===== src/rtl/muldiv_seq_ctrl.sv =====
// Multi-cycle multiply/divide sequencer for the EX stage; owns HI/LO.
// Radix-2 shift-add multiply and restoring divide, 32 iterations plus a sign-fix cycle.
module muldiv_seq_ctrl #(
  parameter int DATA_W = 32,
  parameter int CNT_W  = 5
) (
  input  logic              clk,
  input  logic              rst_n,
  input  logic              start,
  input  logic [2:0]        op,
  input  logic [DATA_W-1:0] operand_1,
  input  logic [DATA_W-1:0] operand_2,
  input  logic              cancel,
  output logic              stall_req,
  output logic              busy,
  output logic              done,
  output logic [DATA_W-1:0] hi,
  output logic [DATA_W-1:0] lo
);

  typedef enum logic [1:0] {IDLE, RUN, FIX} state_t;

  localparam logic [CNT_W-1:0] CNT_MAX = CNT_W'(DATA_W - 1);

  state_t                state_q, state_d;
  logic [CNT_W-1:0]      cnt_q, cnt_d;
  logic                  is_div_q, is_div_d;
  logic                  sign_q, sign_d;
  logic                  rsign_q, rsign_d;
  logic [DATA_W-1:0]     mcand_q, mcand_d;
  logic [DATA_W-1:0]     acc_q, acc_d;
  logic [DATA_W-1:0]     low_q, low_d;
  logic [DATA_W-1:0]     hi_q, hi_d;
  logic [DATA_W-1:0]     lo_q, lo_d;
  logic                  done_q, done_d;

  logic                  idle_issue;
  logic                  accept;
  logic                  s1, s2;
  logic [DATA_W-1:0]     mag1, mag2;
  logic [DATA_W:0]       add_sum;
  logic [DATA_W:0]       shifted;
  logic                  borrow;
  logic [DATA_W-1:0]     trial;
  logic [2*DATA_W-1:0]   product;
  logic                  div0;

  assign idle_issue = start && !cancel && (state_q == IDLE);
  assign accept     = idle_issue && !op[2];
  assign stall_req  = (state_q != IDLE) || accept;
  assign busy       = (state_q != IDLE);
  assign done       = done_q;
  assign hi         = hi_q;
  assign lo         = lo_q;

  always_comb begin
    state_d  = state_q;
    cnt_d    = cnt_q;
    is_div_d = is_div_q;
    sign_d   = sign_q;
    rsign_d  = rsign_q;
    mcand_d  = mcand_q;
    acc_d    = acc_q;
    low_d    = low_q;
    hi_d     = hi_q;
    lo_d     = lo_q;
    done_d   = 1'b0;

    // op[0]=0 selects the signed variants of MULT and DIV.
    s1   = !op[0] && operand_1[DATA_W-1];
    s2   = !op[0] && operand_2[DATA_W-1];
    mag1 = s1 ? -operand_1 : operand_1;
    mag2 = s2 ? -operand_2 : operand_2;

    add_sum = {1'b0, acc_q} + (low_q[0] ? {1'b0, mcand_q} : '0);
    shifted = {acc_q, low_q[DATA_W-1]};
    borrow  = shifted < {1'b0, mcand_q};
    trial   = shifted[DATA_W-1:0] - mcand_q;
    product = {acc_q, low_q};
    div0    = (mcand_q == '0);

    case (state_q)
      IDLE: begin
        if (accept) begin
          is_div_d = op[1];
          sign_d   = s1 ^ s2;
          rsign_d  = s1;
          acc_d    = '0;
          cnt_d    = '0;
          state_d  = RUN;
          if (op[1]) begin
            mcand_d = mag2;
            low_d   = mag1;
          end else begin
            mcand_d = mag1;
            low_d   = mag2;
          end
        end else if (idle_issue && op == 3'b100) begin
          hi_d = operand_1;
        end else if (idle_issue && op == 3'b101) begin
          lo_d = operand_1;
        end
      end
      RUN: begin
        if (cancel) begin
          state_d = IDLE;
        end else begin
          if (is_div_q) begin
            acc_d = borrow ? shifted[DATA_W-1:0] : trial;
            low_d = {low_q[DATA_W-2:0], !borrow};
          end else begin
            acc_d = add_sum[DATA_W:1];
            low_d = {add_sum[0], low_q[DATA_W-1:1]};
          end
          if (cnt_q == CNT_MAX) state_d = FIX;
          else                  cnt_d   = cnt_q + 1'b1;
        end
      end
      FIX: begin
        state_d = IDLE;
        if (!cancel) begin
          done_d = 1'b1;
          if (is_div_q) begin
            // Divide by zero keeps the all-ones quotient; the remainder fix restores operand_1.
            lo_d = (sign_q && !div0) ? -low_q : low_q;
            hi_d = rsign_q ? -acc_q : acc_q;
          end else begin
            {hi_d, lo_d} = sign_q ? -product : product;
          end
        end
      end
      default: state_d = IDLE;
    endcase
  end

  always_ff @(posedge clk or negedge rst_n) begin
    if (!rst_n) begin
      state_q  <= IDLE;
      cnt_q    <= '0;
      is_div_q <= 1'b0;
      sign_q   <= 1'b0;
      rsign_q  <= 1'b0;
      mcand_q  <= '0;
      acc_q    <= '0;
      low_q    <= '0;
      hi_q     <= '0;
      lo_q     <= '0;
      done_q   <= 1'b0;
    end else begin
      state_q  <= state_d;
      cnt_q    <= cnt_d;
      is_div_q <= is_div_d;
      sign_q   <= sign_d;
      rsign_q  <= rsign_d;
      mcand_q  <= mcand_d;
      acc_q    <= acc_d;
      low_q    <= low_d;
      hi_q     <= hi_d;
      lo_q     <= lo_d;
      done_q   <= done_d;
    end
  end

endmodule


===== config.mk =====
export PLATFORM = sky130hd
export DESIGN_NAME = muldiv_seq_ctrl
export DESIGN_NICKNAME = d
export VERILOG_FILES = /design/src/rtl/muldiv_seq_ctrl.sv
export SDC_FILE = /design/constraint.sdc
export NUM_CORES = 1
export LEC_CHECK = 0
export CORE_MARGIN = 2
export CORE_UTILIZATION = 55
export DETAILED_ROUTE_END_ITERATION = 8
export PLACE_DENSITY = 0.79
export SETUP_SLACK_MARGIN = 0.4
export SYNTH_ARGS = -nofsm -noshare
export SYNTH_HDL_FRONTEND = slang
export SYNTH_SLANG_ARGS = --single-unit

===== constraint.sdc =====
create_clock -name clk -period 6 [get_ports clk]
set_input_delay 0.6 -clock clk [delete_from_list [all_inputs] [get_ports clk]]
set_output_delay 0.6 -clock clk [all_outputs]
set_load 0.01 [all_outputs]

==> results.txt <==
1st-iter DRT viols = 2012
Total GRT Usage = 39.8%
synth unique cells = 75
Syn-to-layout area delta = 14.4%
crit path time final = 4380 ps
synthesized flop and latch total = 171
post-synthesis instance total = 1978
crit-path max FO = 19
GR Overflow Total = 0
Final setup viols = 0
CP endpoint kind = flop
PwrDens = 433 mW/mm²
Synth Cell Area = 0.0151 mm²
Worst VDD drop = 0.241 mV
commonest cells in the netlist = nor2_1, o21ai_0, nand2_1
Tightest Hold Check Type = primary input to asynchronous set/reset pin
switching share of power = 50.0%
dpl ws = 1780 ps
row cnt = 60
vias per cell = 6.75
layout cells sized above 1 = 4.38%
clock-pin slew on the worst setup and hold paths = 80 ps
Post-DRT Antenna Nets = 0
final worst slack = 1620 ps
LEAKAGE = 7.40 nW
DIE WIDTH = 169 µm
Top FF cell, synth = dfrtp_1
number of failing hold endpoints at the final stage = 0
ANT cells = 0
GP Congestion = 1.03
CP arrival = 4700 ps
Startpoint Class = flop
RSZ-0062 raised after global routing = false
Die Ht = 169 µm
NumNets Final = 2185
wirelength, routed = 57.9 mm
Logic pwr share = 56.5%
number of flops mapped to enable cells by yosys = 0
Post-CTS Setup Inserts = 0
vias after detailed routing = 16163
Pre-Repair DR Iteration Count = 7
synth warn = 0
clock sinks = 171
Crit path required time = 6310 ps
Max-Cap Viols = 0
area leader, netlist = dfrtp_1
Synth area leaders = dfrtp_1, o21ai_0, a21oi_1
average size of a mapped cell = 7.61 µm²
largest net degree at the start of global routing = 96
critical setup path kind = flop to flop
H-tree depth = 4
ys async rst share = 100%
Core Util, Final = 63.9%
Max Slew Vio Count = 0
TritonCTS buffer count = 17
post-synth top area share = 28.4%
post-cts sizing count = 0
initial antenna violation count = 0
Max Clk Rate = 228 MHz
CTS Buffer Depth = 2
sequential share of power = 27.6%
port buffer count = 137
Post-CTS Hold Buffers = 0
TNS Setup = 0 ps
clk root buf = clkbuf_16
TritonCTS clock tree = yes
hpwl dp = 44.1 mm
Synthesized Nets = 2121
share of total power in the clock network = 16.0%
Internal Power = 3.73 mW
Seq/Total Area, Yosys = 28.4%
most numerous cell in the Yosys netlist = nor2_1
Slew headroom = 17.1%
Boundary Pins = 138
vias in the first global route = 14758
Remaining DRCs = 0
WL/cell = 24.2 µm
first-pass GRT wire length = 87.2 mm
die area = 0.0287 mm²
Initial Util = 55.9%
worst skew pair latency = 450 ps
final critical-path share of the clock period = 73.0%
Sw Pwr = 3.73 mW
status = finished clean
Core Area = 0.0270 mm²
Worst-Margin Slew = 1240 ps
Post-Route Skew = 17.4 ps
[worst max-delay path, cell delays in order (launching register included)]
cell	delay [ps]
dfrtp_1	450
inv_1	490
buf_4	330
ha_1	190
or3b_2	460
nor3_1	530
nand4_1	310
nor3_2	480
nand2b_1	370
o21ai_0	200
xor2_1	200
a21oi_1	150
o21ai_0	80
[through the flow]
step                      total power, mW  std cells  hold WS (ps)  cell area, µm²
after floorplan                      4.74       1978           304           15100
after global placement               6.08       2364           458           16600
after detailed placement             6.11       2364           469           16600
after CTS                            7.31       2396           164           17200
after global routing                 7.89       2396           186           17200
final                                7.45       2396           131           17200
[final cells by class]
type,instances,area (µm²)
multi-input cells,1623,10100
fillers,2400,9720
flip-flops and latches,171,4280
repair buffers,162,1560
well taps,341,427
clock buffers,17,425
inverters,67,251
clock inverters,15,189
[power groups by stage]
stage	registers [mW]	logic, mW	clock network [mW]
after global routing	2.08	4.58	1.23
after floorplan	1.83	2.91	0
after detailed placement	2.03	4.08	0
after global placement	2.02	4.06	0
after CTS	2.01	4.11	1.19
final	2.06	4.21	1.19
[registers in the layout (all words and copies together) (netlist names)]
name      count
acc_q        32
hi           32
lo           32
low_q        32
mcand_q      32
cnt_q         5
state_q       2
done          1
is_div_q      1
rsign_q       1
sign_q        1
[cell usage in the layout (no fill, tap or decap), types with 6 or more instances in the layout]
| cell type | n |
|---|---|
| dfrtp_1 | 170 |
| xnor2_1 | 88 |
| nand3b_1 | 6 |
| o221ai_1 | 8 |
| clkdlybuf4s50_1 | 135 |
| o21a_1 | 8 |
| o22ai_1 | 7 |
| buf_4 | 25 |
| or4_1 | 14 |
| a21oi_1 | 193 |
| o21ai_0 | 201 |
| xor2_1 | 72 |
| a211oi_1 | 22 |
| o31ai_1 | 32 |
| nand2b_1 | 22 |
| clkbuf_16 | 17 |
| mux2i_1 | 47 |
| ha_1 | 70 |
| a31oi_1 | 28 |
| and2_1 | 15 |
| or2_2 | 7 |
| a21o_1 | 38 |
| o21bai_1 | 8 |
| or3_1 | 13 |
| nor2_1 | 213 |
| o211ai_1 | 17 |
| a221oi_1 | 15 |
| nor3_1 | 44 |
| a22oi_1 | 14 |
| nor4_1 | 27 |
| nand3_1 | 46 |
| o41ai_1 | 11 |
| a21boi_0 | 10 |
| nand2_1 | 197 |
| inv_1 | 65 |
| a211o_1 | 6 |
| and3_1 | 19 |
| nand4_1 | 17 |
| nor2b_1 | 16 |
[final timing paths]
kind / startpoint / cells past startpoint / to / slack (ps)
worst max-delay path: low_q[0] / 12 / hi[24] / 1620
worst max register to register: low_q[0] / 12 / hi[24] / 1620
max in group asynchronous: rst_n / 2 / lo[15] / 4570
worst min register to register: hi[0] / 2 / hi[0] / 480
worst min-delay path: rst_n / 1 / hi[6] / 130
min in group clk: hi[0] / 2 / hi[0] / 480
[routing by layer]
layer / up-vias / share of wire, % / track usage (%)
met5: - / 0 / 0
met4: 0 / 4.8 / 17.8
met3: 157 / 11 / 8.68
met2: 1009 / 43 / 59.4
met1: 7714 / 41 / 55.5
li1: 7283 / - / -
[logic make-up (layout without fill, tap and decap cells)]
family / count (synthesis) / in the layout / synth area share, %
AOI/OAI and AO/OA: 659 / 659 / 26.8
muxes: 52 / 52 / 3.50
adders and majority gates: 72 / 72 / 6.08
DFF: 171 / 171 / 28.4
xor gates and xnor gates: 160 / 160 / 9.31
and+or+nand+nor: 680 / 680 / 21.2
buffers and inverters: 184 / 261 / 4.69
(Power assumes the default switching activity.)
